### config.mk
export PLATFORM = sky130hd
export DESIGN_NAME = seq_alu_flat
export DESIGN_NICKNAME = d
export VERILOG_FILES = /design/src/rtl/seq_alu_if.sv /design/src/rtl/seq_alu.sv /design/src/flat_wrapper.sv
export SDC_FILE = /design/constraint.sdc
export NUM_CORES = 1
export LEC_CHECK = 0
export CAP_MARGIN = 20
export CORE_MARGIN = 1
export CORE_UTILIZATION = 35
export DETAILED_ROUTE_END_ITERATION = 8
export SLEW_MARGIN = 0
export SYNTH_ARGS = -nofsm -noshare
export SYNTH_HDL_FRONTEND = slang
export SYNTH_SLANG_ARGS = --single-unit
### constraint.sdc
create_clock -name clk -period 7.39 [get_ports clk]
set_input_delay 1.478 -clock clk [delete_from_list [all_inputs] [get_ports clk]]
set_output_delay 1.478 -clock clk [all_outputs]
set_load 0.02 [all_outputs]
### src/rtl/seq_alu_if.sv
// seq_alu_if: operand-issue and result handshake bundle for seq_alu
interface seq_alu_if #(parameter int WIDTH = 32);
    logic             in_valid;
    logic             in_ready;
    logic [WIDTH-1:0] A;
    logic [WIDTH-1:0] B;
    logic [3:0]       sel;
    logic             Cin;
    logic             out_valid;
    logic             out_ready;
    logic [WIDTH-1:0] Y;
    logic             Cout;
    logic             Negative;
    logic             Zero;
    logic             Overflow;
    modport master (
        output in_valid, A, B, sel, Cin, out_ready,
        input  in_ready, out_valid, Y, Cout, Negative, Zero, Overflow
    );
    modport slave (
        input  in_valid, A, B, sel, Cin, out_ready,
        output in_ready, out_valid, Y, Cout, Negative, Zero, Overflow
    );
endinterface

### src/rtl/seq_alu.sv
// seq_alu: registered ALU with valid/ready handshake and iterative shift-add multiplier
module seq_alu #(parameter int WIDTH = 32) (
    input logic      clk,
    input logic      rst,
    seq_alu_if.slave bus
);
    localparam int SHW = $clog2(WIDTH);
    localparam int CW = $clog2(WIDTH + 1);
    typedef enum logic [1:0] {IDLE, BUSY, DONE} state_t;
    state_t             state;
    logic [2*WIDTH-1:0] acc, mcand, acc_n;
    logic [WIDTH-1:0]   mplier, res, bx;
    logic [WIDTH:0]     sum;
    logic [CW-1:0]      cnt;
    logic [SHW-1:0]     sh;
    logic               cx, arith, c, v, accept;
    assign bus.in_ready = state == IDLE && !rst;
    assign accept = bus.in_valid && bus.in_ready;
    assign acc_n = mplier[0] ? acc + mcand : acc;
    always_comb begin
        sh = bus.B[SHW-1:0];
        bx = bus.sel == 4'h6 ? ~bus.B : bus.B;
        cx = bus.sel == 4'h6 ? 1'b1 : bus.Cin;
        sum = {1'b0, bus.A} + {1'b0, bx} + {{WIDTH{1'b0}}, cx};
        arith = bus.sel == 4'h5 || bus.sel == 4'h6;
        c = arith && sum[WIDTH];
        v = arith && (bus.A[WIDTH-1] == bx[WIDTH-1]) && (sum[WIDTH-1] != bus.A[WIDTH-1]);
        res = '0;
        case (bus.sel)
            4'h0: res = bus.A & bus.B;
            4'h1: res = bus.A | bus.B;
            4'h2: res = bus.A ^ bus.B;
            4'h3: res = ~(bus.A | bus.B);
            4'h4: res = ~bus.A;
            4'h5, 4'h6: res = sum[WIDTH-1:0];
            4'h7: res = {{(WIDTH-1){1'b0}}, $signed(bus.A) < $signed(bus.B)};
            4'h8: res = bus.A << sh;
            4'h9: res = bus.A >> sh;
            4'hA: res = $unsigned($signed(bus.A) >>> sh);
            default: res = '0;
        endcase
    end
    always_ff @(posedge clk) begin
        if (rst) begin
            state <= IDLE;
            bus.out_valid <= 1'b0;
            bus.Y <= '0;
            bus.Cout <= 1'b0;
            bus.Negative <= 1'b0;
            bus.Zero <= 1'b0;
            bus.Overflow <= 1'b0;
            cnt <= '0;
            acc <= '0;
            mcand <= '0;
            mplier <= '0;
        end else begin
            case (state)
                IDLE: if (accept) begin
                    if (bus.sel == 4'hB) begin
                        state <= BUSY;
                        cnt <= '0;
                        acc <= '0;
                        mcand <= {{WIDTH{1'b0}}, bus.A};
                        mplier <= bus.B;
                    end else begin
                        state <= DONE;
                        bus.out_valid <= 1'b1;
                        bus.Y <= res;
                        bus.Cout <= c;
                        bus.Negative <= res[WIDTH-1];
                        bus.Zero <= res == '0;
                        bus.Overflow <= v;
                    end
                end
                BUSY: begin
                    acc <= acc_n;
                    mcand <= mcand << 1;
                    mplier <= mplier >> 1;
                    cnt <= cnt + CW'(1);
                    if (cnt == CW'(WIDTH - 1)) begin
                        state <= DONE;
                        bus.out_valid <= 1'b1;
                        bus.Y <= acc_n[WIDTH-1:0];
                        bus.Cout <= 1'b0;
                        bus.Negative <= acc_n[WIDTH-1];
                        bus.Zero <= acc_n[WIDTH-1:0] == '0;
                        bus.Overflow <= |acc_n[2*WIDTH-1:WIDTH];
                    end
                end
                DONE: if (bus.out_ready) begin
                    state <= IDLE;
                    bus.out_valid <= 1'b0;
                end
                default: state <= IDLE;
            endcase
        end
    end
endmodule

### src/flat_wrapper.sv
// flat-port wrapper written by rule: the top's interface ports become plain ports
module seq_alu_flat 
#(parameter int WIDTH = 32)
  (clk, rst, bus_in_valid, bus_A, bus_B, bus_sel, bus_Cin, bus_out_ready, bus_in_ready, bus_out_valid, bus_Y, bus_Cout, bus_Negative, bus_Zero, bus_Overflow);
  seq_alu_if #(.WIDTH(WIDTH)) bus_i ();
  input logic clk;
  input logic rst;
  input wire logic [$bits(bus_i.in_valid)-1:0] bus_in_valid;
  input wire logic [$bits(bus_i.A)-1:0] bus_A;
  input wire logic [$bits(bus_i.B)-1:0] bus_B;
  input wire logic [$bits(bus_i.sel)-1:0] bus_sel;
  input wire logic [$bits(bus_i.Cin)-1:0] bus_Cin;
  input wire logic [$bits(bus_i.out_ready)-1:0] bus_out_ready;
  output wire logic [$bits(bus_i.in_ready)-1:0] bus_in_ready;
  output wire logic [$bits(bus_i.out_valid)-1:0] bus_out_valid;
  output wire logic [$bits(bus_i.Y)-1:0] bus_Y;
  output wire logic [$bits(bus_i.Cout)-1:0] bus_Cout;
  output wire logic [$bits(bus_i.Negative)-1:0] bus_Negative;
  output wire logic [$bits(bus_i.Zero)-1:0] bus_Zero;
  output wire logic [$bits(bus_i.Overflow)-1:0] bus_Overflow;
  assign bus_i.in_valid = bus_in_valid;
  assign bus_i.A = bus_A;
  assign bus_i.B = bus_B;
  assign bus_i.sel = bus_sel;
  assign bus_i.Cin = bus_Cin;
  assign bus_i.out_ready = bus_out_ready;
  assign bus_in_ready = bus_i.in_ready;
  assign bus_out_valid = bus_i.out_valid;
  assign bus_Y = bus_i.Y;
  assign bus_Cout = bus_i.Cout;
  assign bus_Negative = bus_i.Negative;
  assign bus_Zero = bus_i.Zero;
  assign bus_Overflow = bus_i.Overflow;
  seq_alu #(.WIDTH(WIDTH)) u_core (.clk(clk), .rst(rst), .bus(bus_i));
endmodule
======== Word-level counts from Yosys, hierarchy flattened ========
Index checks and enable logic that the tools add are counted.
storage, ports and cells
  register bits ........................... 205
  bits of input ports ..................... 73
  logic and storage cells ................. 111
operators by class
  $add $sub $neg .......................... 4
  magnitude comparators ................... 1
  equal/unequal tests ..................... 21
  shift-type cells ........................ 3
  muxes and demuxes ....................... 46
  bitwise logic cells ..................... 6
  reductions and logical operators ........ 19
operators with widths
  kind                                           count
  2-to-1 mux 64 bit                              5
  one-hot mux 32 bit (10 select lines)           1
  one-hot mux 64 bit (2 select lines)            2
  2-to-1 mux 32 bit                              6
  one-hot mux 32 bit (2 select lines)            2
  NOT 32 bit                                     3
  adder 64 bit                                   1
  logical NOT 32 bit                             2
  adder 32 x 32 -> 33 bit                        1
  adder 33 x 1 -> 33 bit                         1
  AND 32 bit                                     1
  less-than comparator 32 bit                    1
  OR 32 bit                                      1
  OR reduction 32 bit                            1
  << shifter 32 x 5 -> 32 bit                    1
  >> shifter 32 x 5 -> 32 bit                    1
  >>> shifter 32 x 5 -> 32 bit                   1
  XOR 32 bit                                     1
  2-to-1 mux 1 bit                               17
  == test 4 x 3 -> 1 bit, second input constant  4
  == test 4 bit, second input constant           4
  2-to-1 mux 6 bit                               2
  one-hot mux 6 bit (2 select lines)             1
  == test 4 x 2 -> 1 bit, second input constant  2
  other kinds (24)                               38

======== Longest topological paths before layout ========
  depth after elaboration ................. 9
  gate-level depth with buffers ........... 22
  depth with buffers taken out ............ 18

======== Least setup slack after synthesis ========
No wires, ideal clock.
  path type ............................... input -> register
  start ................................... input port bus_B[0]
  end ..................................... register u_core.bus.Zero
  setup time .............................. 0.069 ns
  arrival time ............................ 6.213 ns
  required time ........................... 7.321 ns
  setup slack ............................. 1.108 ns
  cell stages on the path ................. 22
  buffers on the path ..................... 5
  path through ............................ buf_6 buf_4 buf_2 buf_2 buf_2 inv_1 xnor2_1 fa_1 inv_1 fa_1 nor2b_1 o21a_1 o21a_1 o2111ai_1 a2111oi_2 nor3_1 a211oi_1 nand4_1 or4_1 nor4_1 and4b_1 o2bb2ai_2
between the ends
  longest elaborated chain between the ends .. 9
  elaborated cells between the ends (all ways) .. 17
  classes of those cells .................. add/sub: 2; order compare: 1; shift: 3; mux: 5; bitwise: 5; reduce/logical: 1
RTL lines
  what                                      RTL line            RTL
  start: declaration                        flat_wrapper.sv:10  input wire logic [$bits(bus_i.B)-1:0] bus_B;
  NOT 32 bit                                seq_alu.sv:22       bx = bus.sel == 4'h6 ? ~bus.B : bus.B;
  2-to-1 mux 32 bit                         seq_alu.sv:22
  adder 32 x 32 -> 33 bit                   seq_alu.sv:24       sum = {1'b0, bus.A} + {1'b0, bx} + {{WIDTH{1'b0}}, cx};
  adder 33 x 1 -> 33 bit                    seq_alu.sv:24
  one-hot mux 32 bit (10 select lines) (*)  seq_alu.sv:29       case (bus.sel)
  logical NOT 32 bit (*)                    seq_alu.sv:71       bus.Zero <= res == '0;
  2-to-1 mux 1 bit (*)                      seq_alu.sv:59       if (bus.sel == 4'hB) begin
  2-to-1 mux 1 bit (*)                      seq_alu.sv:58       IDLE: if (accept) begin
  one-hot mux 1 bit (2 select lines) (*)    seq_alu.sv:57       case (state)
  end signal: assignment                    seq_alu.sv:50       bus.Zero <= 1'b0;
  end signal: assignment                    seq_alu.sv:71
  end signal: assignment                    seq_alu.sv:86       bus.Zero <= acc_n[WIDTH-1:0] == '0;
  end: declaration                          seq_alu_if.sv:22    output in_ready, out_valid, Y, Cout, Negative, Zero, Overflow
Every way passes the cells marked *; elsewhere a longest branch is shown, timed or not. The select of a mux whose other input is x is not followed.
A chain may end at the register's enable or synchronous reset.

======== Final worst setup path ========
  start ................................... input port bus_sel[3]
  end ..................................... register u_core.bus.Zero
between the ends
  longest elaborated chain between the ends .. 9
  elaborated cells between the ends (all ways) .. 24
  classes of those cells .................. add/sub: 2; eq/ne: 12; mux: 6; reduce/logical: 4
RTL lines
  what                                  RTL line                                     RTL
  start: declaration                    flat_wrapper.sv:11                           input wire logic [$bits(bus_i.sel)-1:0] bus_sel;
  == test 4 x 3 -> 1 bit                seq_alu.sv:22, seq_alu.sv:23, seq_alu.sv:29
  2-to-1 mux 32 bit                     seq_alu.sv:22
  adder 32 x 32 -> 33 bit               seq_alu.sv:24
  adder 33 x 1 -> 33 bit                seq_alu.sv:24
  one-hot mux 32 bit (10 select lines)  seq_alu.sv:29
  logical NOT 32 bit                    seq_alu.sv:71
  2-to-1 mux 1 bit                      seq_alu.sv:59
  2-to-1 mux 1 bit                      seq_alu.sv:58
  one-hot mux 1 bit (2 select lines)    seq_alu.sv:57
Several ways; a longest one is shown, not always the timed one. The select of a mux whose other input is x is not followed.

==> summary.txt <==
Max Cap Violations: 0
Via count: 22980
Clk pwr share: 35.9%
Post-route ant nets: 0
Clk slew on worst S/H paths: 0.06 ns
Final Hold Viols: 0
Post-Syn Area per Cell: 7.698 um2
Hold path depth: 2
Synth Area in Adders: 11.48%
WS Path Type: input pin to flop
Avg WL per Cell: 25.13 um
Cell Area, Placed: 23540 um2
Synthesized area: 21780 um2
Initial DRT Pass Iterations: 6
Status: finished clean
Synth Area in Simple Gates: 19.76%
Most common cell after layout, fill and taps aside: nor2_1
Die area: 63240 um2
Port Buffers: 110
Initial antenna violation count: 0
Max clock buf depth: 3
Sw frac: 35.03%
Ranking of synthesized cells by area: dfxtp_1 (19%), ha_1 (11%), mux4_2 (5.9%)
Via-to-Cell Ratio: 6.257
Main flop type after synthesis: dfxtp_1
Worst path arrival time: 6.60 ns
Post-synthesis compound-gate area fraction: 27.61%
Routed WL: 92270 um
Area Overhead vs Synth: 11.82%
Die height: 251.5 um
Ports: 111
Top cell type's share of synthesized area: 18.75%
Residual DRC: 0
#FFs+latches synth: 204
Switching pwr: 1.193 mW
RSZ-0062 raised after global routing: no
Crit. End Element: flop
Post-synth EDFFs: 0
Min-delay worst type: flop to flop
Largest family of logic cells by synthesized area: compound AO/OA/AOI/OAI gates
Static leakage: 8.994 nW
Syn Nets: 3101
Clock Tree Root: clkbuf_16
Final worst path period share: 82.59%
Mux cell area share after synthesis: 10.72%
Slack of the worst reg-to-reg path: 1.90 ns
Layout net count: 3087
CTS tree: yes
Tot GR Track Use: 28.32%
Total CTS buffers: 24
CP Max Fanout: 30
Effective utilization at floorplan: 35.37%
Finished Layout Cells: 3672
Startpoint Class: input pin
Clock Latency Late Sink: 0.57 ns
Pwr per Cell Area: 139.8 nW/um2
Top Layer Used: met4
CP Data Required Time: 7.89 ns
Grt total ovfl: 0
Hpwl dp: 70300 um
Row count: 91
Inst Count DP: 3626
Initial DRC count: 2078
Sequential fraction of the synthesis area: 18.75%
M1 WL: 40790 um
Ys Warns: 0
GPL Wtd Cong: 1.016
Post-Route Skew: 0.03790 ns
Cell variety after synth: 99
Ys async rst share: 0%
Share of layout cells above drive strength 1: 8.927%
Number of global-route vias before repair: 21650
Sequential power share: 33.9%
Reg-to-Reg End: u_core.bus.Overflow$_SDFFE_PP0P_
H-Tree Depth: 1
Combinational share of power: 30.2%
Worst Tran Pin Value: 1.098 ns
Post-CTS setup repair buffer count: 0
Met2 WL: 41630 um
Fin. max-slew vios: 0
Fmax: 0.1638 GHz
Worst Hold End: u_core.acc[2]$_SDFFE_PP0P_
Hold buffer count at cts: 0
VDD IR-drop max: 0.0001676 V
Design area: 24360 um2
Commonest non-fill, non-tap cells in the layout: nor2_1 (283), a21oi_1 (236), dfxtp_1 (203)
Sum Neg Setup Slack: 0 ns
Power Internal: 2.212 mW
Worst r2r src: u_core.mcand[20]$_SDFFE_PP0P_
Largest net degree at the start of global routing: 100
First-pass GRT wire length: 138300 um
Post-Synth XOR/XNOR Area: 5.508%
CORE AREA: 61600 um2
Post-CTS sizing: 0
TritonCTS Sinks: 204
Hold Startpoint: u_core.acc[2]$_SDFFE_PP0P_
Setup Viol. Count Final: 0
Minimum clock period: 6.103 ns
Routed wl met3: 6603 um
Worst R2R Path Depth: 13
Worst hold slack: 0.4696 ns
Synthesized instance count: 2830
Slew margin rel.: 24.94%
Die X: 251.5 um
Largest area contributor in the netlist: dfxtp_1
## flip-flops by register name, indices dropped and copies added (netlist names)
register and count:
u_core.mcand 64, u_core.acc 64, u_core.state 2, u_core.bus.out_valid 1, u_core.bus.Y 32, u_core.bus.Cout 1
u_core.bus.Zero 1, u_core.mplier 32, u_core.bus.Overflow 1, u_core.cnt 6
## cell usage after synthesis (18+ instances only)
| cell type | number |
|---|---|
| a211oi_1 | 110 |
| a21o_1 | 28 |
| a21oi_1 | 236 |
| a221oi_1 | 19 |
| a22oi_1 | 75 |
| a31oi_1 | 18 |
| buf_1 | 21 |
| buf_2 | 25 |
| clkbuf_1 | 149 |
| dfxtp_1 | 204 |
| ha_1 | 195 |
| inv_1 | 112 |
| mux2_2 | 43 |
| mux2i_1 | 54 |
| mux4_2 | 57 |
| nand2_1 | 200 |
| nand2b_1 | 20 |
| nand3_1 | 78 |
| nand4_1 | 39 |
| nor2_1 | 287 |
| nor2b_1 | 18 |
| nor3_1 | 71 |
| nor4_1 | 31 |
| o211ai_1 | 21 |
| o21a_1 | 25 |
| o21ai_0 | 178 |
| o21bai_1 | 22 |
| o22ai_1 | 34 |
| or3_1 | 81 |
| xnor2_1 | 103 |
| xor2_1 | 34 |
## metrics by stage
stage | total power [mW] | util, % | setup WS, ns
finish | 3.405 | 39.55 | 1.287
floorplan | 1.794 | - | 1.108
global route | 3.532 | 39.54 | 0.9526
global placement | 2.174 | 38.21 | 0.8326
CTS | 3.399 | 39.50 | 1.349
detailed placement | 2.176 | 38.21 | 0.7760
## metal layers
metal  track usage [%]  vias up
met5                 0        -
met1             39.65    11220
met2             45.30     1042
met3             2.703      162
met4             9.582        0
li1                  -    10550
## how the worst max path moves through the flow
stage	startpoint	endpoint	slack (ns)	cells after the start
floorplan	bus_B[0]	u_core.bus.Zero$_SDFFE_PP0P_	1.11	22
global placement	bus_sel[3]	u_core.bus.Zero$_SDFFE_PP0P_	0.83	18
detailed placement	bus_sel[3]	u_core.bus.Zero$_SDFFE_PP0P_	0.78	18
CTS	bus_sel[3]	u_core.bus.Zero$_SDFFE_PP0P_	1.35	18
global route	bus_sel[3]	u_core.bus.Zero$_SDFFE_PP0P_	0.95	18
finish	bus_sel[3]	u_core.bus.Zero$_SDFFE_PP0P_	1.29	18
## logic make-up (layout without fill, tap and decap cells)
group,count (synthesis),in the layout
simple gates,894,894
buf+inv,324,328
fa+ha+maj,198,198
mux,156,156
other cells,0,1
compound gates,917,917
xor+xnor,137,137
flops,204,204
## critical path, stage by stage
cell and delay, ns:
clkdlybuf4s50_1 0.42, nand2b_1 0.27, nor2_4 0.21, buf_4 0.46
xnor2_1 0.13, ha_1 0.24, or2_2 0.36, a2111oi_0 0.70
o21a_1 0.31, xnor2_1 0.10, a21oi_1 0.14, o21ai_0 0.13
nor4_1 0.29, nand4_1 0.17, or4_1 0.52, nor4_1 0.33
and4b_1 0.25, o2bb2ai_2 0.09
## power by group through the flow
| stage | clock network (mW) | logic [mW] | registers, mW |
|---|---|---|---|
| floorplan | 0 | 0.611 | 1.18 |
| global placement | 0 | 0.995 | 1.18 |
| detailed placement | 0 | 0.997 | 1.18 |
| CTS | 1.24 | 1.00 | 1.15 |
| global route | 1.28 | 1.09 | 1.16 |
| finish | 1.22 | 1.03 | 1.16 |
## area by class of cell
cell class / instances / area, um2
diodes: 1 / 2.502
flip-flops and latches: 204 / 4085
clock inverters: 14 / 151.4
well taps: 837 / 1047
inverters: 113 / 424.2
clock buffers: 30 / 643.1
multi-input cells: 2302 / 16410
fillers: 6387 / 37240
repair buffers: 171 / 1595
(Power assumes the default switching activity.)
